--- src/rtl/jtkiwi_pal_pkg.sv ---
// jtkiwi_pal_pkg: shared widths, FSM states and address helper for the palette arbiter
package jtkiwi_pal_pkg;
    localparam int PAL_AW = 10;
    localparam int COL_W  = 9;
    localparam int RGB_W  = 5;
    localparam int HI_SEL = 9;

    typedef enum logic [1:0] {IDLE, VRD_LO, VRD_HI, VCAP} state_e;

    function automatic logic [PAL_AW-1:0] pal_addr(input logic hi, input logic [COL_W-1:0] col);
        logic [PAL_AW-1:0] a;
        a = {1'b0, col};
        a[HI_SEL] = hi;
        return a;
    endfunction
endpackage

--- src/rtl/jtkiwi_pal_cpu_if.sv ---
// jtkiwi_pal_cpu_if: CPU-side acknowledge, read return and one-access-per-cs tracking
module jtkiwi_pal_cpu_if
    import jtkiwi_pal_pkg::*;
(
    input  logic       clk,
    input  logic       rst_n,
    input  logic       cpu_cs_i,
    input  logic       cpu_rnw_i,
    input  logic       grant_i,
    input  logic [7:0] ram_dout_i,
    output logic [7:0] cpu_din_o,
    output logic       cpu_ok_o,
    output logic       busy_o
);
    logic       wr_q, rd1_q, rd2_q, ok_q, done_q;
    logic [7:0] din_q;

    // a read needs the RAM's registered output, so its ack lands one clk after a write's would
    always_ff @(posedge clk or negedge rst_n) begin
        if (!rst_n) begin
            {wr_q, rd1_q, rd2_q, ok_q, done_q} <= '0;
            din_q <= '0;
        end else begin
            wr_q   <= grant_i & ~cpu_rnw_i;
            rd1_q  <= grant_i & cpu_rnw_i;
            rd2_q  <= rd1_q;
            ok_q   <= wr_q | rd2_q;
            din_q  <= rd2_q ? ram_dout_i : din_q;
            done_q <= ok_q | (done_q & cpu_cs_i);
        end
    end

    assign cpu_din_o = din_q;
    assign cpu_ok_o  = ok_q;
    assign busy_o    = wr_q | rd1_q | rd2_q | ok_q | done_q;
endmodule

--- src/rtl/jtkiwi_pal_arb.sv ---
// jtkiwi_pal_arb: palette RAM sequencer; two video byte reads per pixel, CPU fills idle slots
module jtkiwi_pal_arb
    import jtkiwi_pal_pkg::*;
#(
    parameter bit BLANK_BLACK    = 1'b1,
    parameter bit CPU_BLANK_ONLY = 1'b0
) (
    input  logic              clk,
    input  logic              rst_n,
    input  logic              pxl_cen,
    input  logic              LHBL,
    input  logic              LVBL,
    input  logic [COL_W-1:0]  col_addr,
    input  logic              cpu_cs,
    input  logic              cpu_rnw,
    input  logic [PAL_AW-1:0] cpu_addr,
    input  logic [7:0]        cpu_dout,
    output logic [7:0]        cpu_din,
    output logic              cpu_ok,
    output logic [PAL_AW-1:0] ram_addr,
    output logic [7:0]        ram_din,
    output logic              ram_we,
    input  logic [7:0]        ram_dout,
    output logic [RGB_W-1:0]  red,
    output logic [RGB_W-1:0]  green,
    output logic [RGB_W-1:0]  blue
);
    state_e              state_q;
    logic [COL_W-1:0]    coll_q;
    logic [7:0]          lo_q;
    logic [3*RGB_W-1:0]  rgb_nx_q, rgb_q;
    logic [PAL_AW-1:0]   ram_addr_q;
    logic [7:0]          ram_din_q;
    logic                ram_we_q;
    logic                busy, grant, blank;

    assign blank = ~LHBL | ~LVBL;
    // video wins a tie with the CPU, so a pending pxl_cen blocks the grant
    assign grant = state_q == IDLE && !pxl_cen && cpu_cs && !busy && (CPU_BLANK_ONLY == 1'b0 || blank);

    jtkiwi_pal_cpu_if u_cpu_if (
        .clk        (clk),
        .rst_n      (rst_n),
        .cpu_cs_i   (cpu_cs),
        .cpu_rnw_i  (cpu_rnw),
        .grant_i    (grant),
        .ram_dout_i (ram_dout),
        .cpu_din_o  (cpu_din),
        .cpu_ok_o   (cpu_ok),
        .busy_o     (busy)
    );

    always_ff @(posedge clk or negedge rst_n) begin
        if (!rst_n) begin
            state_q    <= IDLE;
            coll_q     <= '0;
            lo_q       <= '0;
            rgb_nx_q   <= '0;
            rgb_q      <= '0;
            ram_addr_q <= '0;
            ram_din_q  <= '0;
            ram_we_q   <= 1'b0;
        end else begin
            ram_we_q <= grant & ~cpu_rnw;
            if (grant) begin
                ram_addr_q <= cpu_addr;
                ram_din_q  <= cpu_dout;
            end
            if (pxl_cen) rgb_q <= (BLANK_BLACK && blank) ? '0 : rgb_nx_q;
            case (state_q)
                IDLE: if (pxl_cen) begin
                    state_q    <= VRD_LO;
                    coll_q     <= col_addr;
                    ram_addr_q <= pal_addr(1'b0, col_addr);
                end
                VRD_LO: begin
                    state_q    <= VRD_HI;
                    ram_addr_q <= pal_addr(1'b1, coll_q);
                end
                VRD_HI: begin
                    state_q <= VCAP;
                    lo_q    <= ram_dout;
                end
                default: begin
                    state_q  <= IDLE;
                    rgb_nx_q <= {ram_dout[6:0], lo_q};
                end
            endcase
        end
    end

    assign ram_addr = ram_addr_q;
    assign ram_din  = ram_din_q;
    assign ram_we   = ram_we_q;
    assign red      = rgb_q[3*RGB_W-1 -: RGB_W];
    assign green    = rgb_q[2*RGB_W-1 -: RGB_W];
    assign blue     = rgb_q[RGB_W-1:0];

    a_pxl_idle: assert property (@(posedge clk) disable iff (!rst_n) pxl_cen |-> state_q == IDLE);
endmodule

--- config.mk ---
export PLATFORM = sky130hd
export DESIGN_NAME = jtkiwi_pal_arb
export DESIGN_NICKNAME = d
export VERILOG_FILES = /design/src/rtl/jtkiwi_pal_pkg.sv /design/src/rtl/jtkiwi_pal_cpu_if.sv /design/src/rtl/jtkiwi_pal_arb.sv
export SDC_FILE = /design/constraint.sdc
export NUM_CORES = 1
export LEC_CHECK = 0
export BUFFER_PORTS_ARGS = -buffer_cell sky130_fd_sc_hd__buf_2
export CORE_MARGIN = 10
export CORE_UTILIZATION = 47
export DETAILED_ROUTE_END_ITERATION = 12
export GPL_TIMING_DRIVEN = 0
export PLACE_DENSITY_LB_ADDON = 0.1
export SYNTH_ARGS = -nofsm -noshare
export SYNTH_HDL_FRONTEND = slang
export SYNTH_SLANG_ARGS = --single-unit
--- constraint.sdc ---
create_clock -name clk -period 1.71 [get_ports clk]
set_input_delay 0.171 -clock clk [delete_from_list [all_inputs] [get_ports clk]]
set_output_delay 0.171 -clock clk [all_outputs]
set_load 0.01 [all_outputs]
### Word-level counts from Yosys, hierarchy flattened

Cells that the tools add are included.

* bits in registers: 80
* bits in latches: 0
* bits in writable memories: 0
* ROM bits: 0
* bits of input ports: 42
* output and inout bits: 43
* word-level logic and storage cells: 43
* memories: 0

* $add $sub $neg: 0
* multiply operators: 0
* div/mod/pow operators: 0
* magnitude comparators: 0
* equal/unequal tests: 3
* shift-type cells: 0
* muxes and demuxes: 6
* bitwise operators: 13
* reductions and logical operators: 8

Operator list (count)
* $mux W10: 2
* $pmux W10 S2: 1
* $mux W15: 1
* $or A1 B1 Y1: 7
* $pmux W2 S3: 1
* $and A1 B1 Y1: 3
* $logic_and A1 B1 Y1: 3
* $not A1 Y1: 3
* $reduce_or A3 Y1: 1
* $eq A2 B1 Y1 const B: 1
* $eq A2 B2 Y1 const B: 1
* $logic_not A1 Y1: 2
* $logic_not A2 Y1: 1
* $mux W2: 1
* $ne A2 B2 Y1 const B: 1
* $reduce_and A2 Y1: 1

### Logic depth before layout (Yosys ltp)

* word-level depth: 9
* depth in mapped cells: 7
* gate-level depth less buffers: 5

### Modules after synthesis

From an unflattened synthesis, not the netlist that was laid out.

* cell total of the unflattened synthesis: 236
* area, all modules: 3268.1 µm²

By module, submodules not included
* jtkiwi_pal_arb: times used 1, cells an instance 209, area each 2805.2 µm², sequential area each 1701.6 µm²
* jtkiwi_pal_cpu_if: times used 1, cells an instance 27, area each 462.9 µm², sequential area each 325.3 µm²

### Worst setup path before layout

OpenSTA, ideal clock, no wires.

* path type: register to register
* from: register state_q[0]
* to: register ram_addr_q[9], in the netlist ram_addr[9]
* setup time: 0.126 ns
* arrival time: 1.529 ns
* data required time: 1.584 ns
* slack: 0.055 ns
* stages on the path, launching flop included: 6
* path buffers: 0
* clock period less this slack: 1.655 ns
* cells stage by stage: dfrtp_1 > inv_1 > ha_1 > nor4b_4 > nand2_2 > a311o_1

* word-level cells in the longest chain between the ends: 7
* elaborated cells between the ends (all ways): 8
* classes of those cells: 1 x eq/ne; 3 x mux; 4 x reduce/logical

Ends and longest elaborated chain
* start, declared: RTL line jtkiwi_pal_arb.sv:28 `state_e state_q;`
* start signal, assigned: RTL line jtkiwi_pal_arb.sv:55 `state_q <= IDLE;`
* start signal, assigned: RTL line jtkiwi_pal_arb.sv:72 `state_q <= VRD_LO;`
* start signal, assigned: RTL line jtkiwi_pal_arb.sv:77 `state_q <= VRD_HI;`
* $logic_not A2 Y1: RTL line jtkiwi_pal_arb.sv:39, jtkiwi_pal_arb.sv:70
* $logic_and A1 B1 Y1 (3 in a row): RTL line jtkiwi_pal_arb.sv:39 `assign grant = state_q == IDLE && !pxl_cen && cpu_cs && !busy && (CPU_BLANK_ONLY == 1'b0 || blank);`
* $mux W10: RTL line jtkiwi_pal_arb.sv:65 `if (grant) begin`
* $mux W10: RTL line jtkiwi_pal_arb.sv:71 `IDLE: if (pxl_cen) begin`
* $pmux W10 S2 (*): RTL line jtkiwi_pal_arb.sv:70 `case (state_q)`
* end signal, assigned: RTL line jtkiwi_pal_arb.sv:66 `ram_addr_q <= cpu_addr;`
* end signal, assigned: RTL line jtkiwi_pal_arb.sv:74 `ram_addr_q <= pal_addr(1'b0, col_addr);`
* end signal, assigned: RTL line jtkiwi_pal_arb.sv:78 `ram_addr_q <= pal_addr(1'b1, coll_q);`
* end, declared: RTL line jtkiwi_pal_arb.sv:32 `logic [PAL_AW-1:0] ram_addr_q;`

Every way passes the cells marked *; elsewhere a longest branch is shown, timed or not.
A chain may end at the register's enable or synchronous reset.

### Worst setup path in the final report

* from: register state_q[0]
* to: register ram_addr_q[0], in the netlist ram_addr[0]

Same word-level chain as after synthesis.

==> impl_metrics.csv <==
group,metric,value,unit
detailed_routing,drc,0,
timing,slew_viol_final,0,
timing,finalSetupTns,0,ns
worst_setup_path,ff2ff_setup_slack,0.09,ns
floorplanning,die_w,102.9,µm
worst_setup_path,slowest_delay,0.41,ns
clocking,insertion_delay,0.34,ns
logic_synthesis,ys_seq_elements,80,
detailed_routing,drt_pass1_iterations,4,
power,swShare,33.22,%
detailed_routing,first_iter_violations,72,
worst_setup_path,crit_required,1.92,ns
logic_synthesis,synth.area.top_cells,"dfrtp_1 62%, mux2_2 14%, nand2_1 6.2%, o21ai_0 2.5%, a22oi_1 2.1%",
clocking,h-tree-depth,3,
worst_setup_path,crit_start,"state_q[0]",
timing,max_slew_margin,66.39,%
detailed_routing,ant_nets,0,
layout,layout_commonest_cell,"buf_2",
power,total_leakage_power,2.021,nW
logic_synthesis,yosys_warnings,0,
placement,placed_cell_area,0.003771,mm²
worst_hold_path,hold_end,"coll_q[7]",
power,cellPowerDensity,1721,mW/mm²
floorplanning,die_area,0.01058,mm²
logic_synthesis,syn_avg_cell_area,12.09,µm²
global_route,antenna_found_initial,0,
worst_setup_path,cp_cell_sequence,"inv_2 -> ha_4 -> and2_1 -> buf_2 -> buf_4 -> a22oi_1 -> o211ai_1",
placement,dp_cells,432,
timing,period_share,94.78,%
global_route,grt_pass1_vias,2466,
worst_setup_path,ff2ff_path_depth,7,
worst_setup_path,worstSetupStartpointType,"flop",
logic_synthesis,synthCells,267,
timing,hold_viol_final,0,
worst_hold_path,worstHoldPathCells,3,
detailed_routing,wl,7485,µm
worst_setup_path,crit_type,"reg2reg",
worst_setup_path,path_max_fanout,10,
clocking,clock_sinks,80,
worst_hold_path,min_path_type,"in2reg",
timing,rsz0062_at_grt,"true",
floorplanning,ios,85,
power,combinationalPowerShare,37.2,%
detailed_routing,wl_per_cell,16.45,µm
power,intPower,4.694,mW
layout,drive_gt1_share,43.73,%
worst_hold_path,min_from,"col_addr[7]",
clocking,cts.clk_slew.worst_paths,0.08,ns
layout,final_area,0.004083,mm²
power,ir_drop,0.0007559,V
logic_synthesis,syn_area,0.003228,mm²
logic_synthesis,synth_top_area_share,62.02,%
layout,antenna_cells,0,
placement,gp_congestion,0.7702,
detailed_routing,via_per_inst,5.037,
floorplanning,row_count,30,
power,clockPowerShare,19.1,%
global_route,grt_remaining_overflow,0,
global_route,grt_max_degree,43,
timing,fmax,617.0,MHz
timing,finalCriticalPeriod,1.621,ns
outcome,status,"finished clean",
timing,skew,0.01397,ns
worst_setup_path,reg2reg_to,"ram_addr[0]",
clocking,cts_made_buffers,9,
logic_synthesis,synth.distinct_cells,26,
layout,final_cell_count_no_fill,455,
floorplanning,coreArea,0.006719,mm²
logic_synthesis,synth_area_leader_cell,"dfrtp_1",
clocking,clk_path_buf_depth,2,
run,maxCapViolCount,0,
floorplanning,fp.dieH,102.9,µm
global_route,grt_pass1_wl,12230,µm
layout,synthToLayoutAreaGrowth,26.47,%
worst_setup_path,arrival,1.83,ns
worst_setup_path,endpoint_kind,"flop",
timing,report.final.setup_viol,0,
logic_synthesis,synth_nets,313,
power,p_switching,2.334,mW
power,total_power,7.028,mW
layout,nets,416,
worst_setup_path,slowest_stage,"dfrtp_1",
detailed_routing,dr_total_vias,2292,
placement,hpwl,5257,µm
layout,layout_common_cells,"87 x buf_2, 80 x dfrtp_1, 53 x nand2_1",
logic_synthesis,ys_seq_area_share,62.02,%
floorplanning,start_util,48.04,%
worst_setup_path,r2r_start,"state_q[0]",
placement,io_buffers,84,
timing,tightest_slew,0.5041,ns
global_route,grt_util_all_layers,14.77,%
clocking,root_buffer,"clkbuf_8",
clocking,cts_tree,"built",
power,seqPwrFrac,43.7,%
## critical path: cells and delay by family (launching register included)
family,cells,cell delay [ns]
adders and majority gates,1,0.19
AOI/OAI and AO/OA,2,0.30
buffers and inverters,3,0.44
DFF,1,0.41
and+or+nand+nor,1,0.15
## metrics by stage
step	setup WS, ns	hold slack, ns	util, %
finish	0.08929	0.03308	60.76
global route	-0.01380	0.03533	60.76
CTS	-0.008925	0.02132	60.09
detailed placement	-0.1917	0.1769	56.13
global placement	-0.1590	0.3438	55.79
floorplan	0.05481	-0.1246	-
## sequential cells by signal (all words and copies together), names as in the netlist
name                cells
u_cpu_if.rd1_q          1
u_cpu_if.cpu_din_o      8
ram_addr               10
rgb_nx_q               15
lo_q                    8
rgb_q                  15
coll_q                  9
ram_din                 8
u_cpu_if.cpu_ok_o       1
u_cpu_if.wr_q           1
state_q                 2
u_cpu_if.rd2_q          1
u_cpu_if.done_q         1
## area by class of cell
| type | instances | area (µm²) |
|---|---|---|
| clock inverter | 6 | 60.06 |
| sequential | 80 | 2002 |
| timing repair buffer | 92 | 513.0 |
| buffer | 15 | 77.57 |
| clock buffer | 10 | 127.6 |
| inverter | 17 | 63.81 |
| multi-input combinational | 155 | 1139 |
| fill | 593 | 2636 |
| tap | 80 | 100.1 |
## what timing repair did
action,in CTS,in global routing
setup endpoints to repair,19,29
buffers inserted,2,3
resized for setup,7,9
hold buffers,2,0
hold endpoints to repair,39,0
cloned,1,0
pin swaps,0,2
## routing by layer
metal	track usage, %	vias to the layer above	routed length, µm
met5	0	-	0
met4	5.989	0	108
met3	3.619	10	389
met2	22.03	47	3501
met1	20.15	1123	3485
li1	-	1112	-
## cell families after synthesis
group | share of synthesized area (%)
simple gates | 10.78
compound gates | 7.481
buf+inv | 4.147
mux | 14.03
flops | 62.02
fa+ha+maj | 1.550
## cells in the mapped netlist
library cell and n:
a21o_1 1, a22oi_1 9, a311o_1 1, and2_1 2
and3_1 2, and4_1 1, buf_2 7, clkbuf_1 8
clkbuf_2 1, dfrtp_1 80, ha_1 4, inv_1 17
mux2_2 39, mux2i_2 1, nand2_1 53, nand2_2 1
nand2b_1 1, nand3_1 2, nand4_1 7, nor2_1 1
nor4b_2 1, nor4b_4 1, o211ai_1 9, o21ai_0 16
o22a_1 1, or2_2 1
## worst max path at each step
stage                              to  slack (ns)  cells past startpoint
after floorplan           ram_addr[9]        0.05                      5
after CTS                 ram_addr[9]      -0.009                      6
after global placement     ram_din[2]       -0.16                      1
final                     ram_addr[0]        0.09                      7
after global routing       ram_din[1]       -0.01                      6
after detailed placement  ram_addr[6]       -0.19                      6
## power groups by stage
stage	combinational (mW)	clock [mW]	sequential, mW
after floorplan	1.42	0	3.22
final	2.62	1.34	3.07
after global routing	2.92	1.45	3.18
after global placement	2.33	0	3.07
after detailed placement	2.40	0	3.11
after CTS	2.54	1.38	3.07
(Power assumes the default switching activity.)
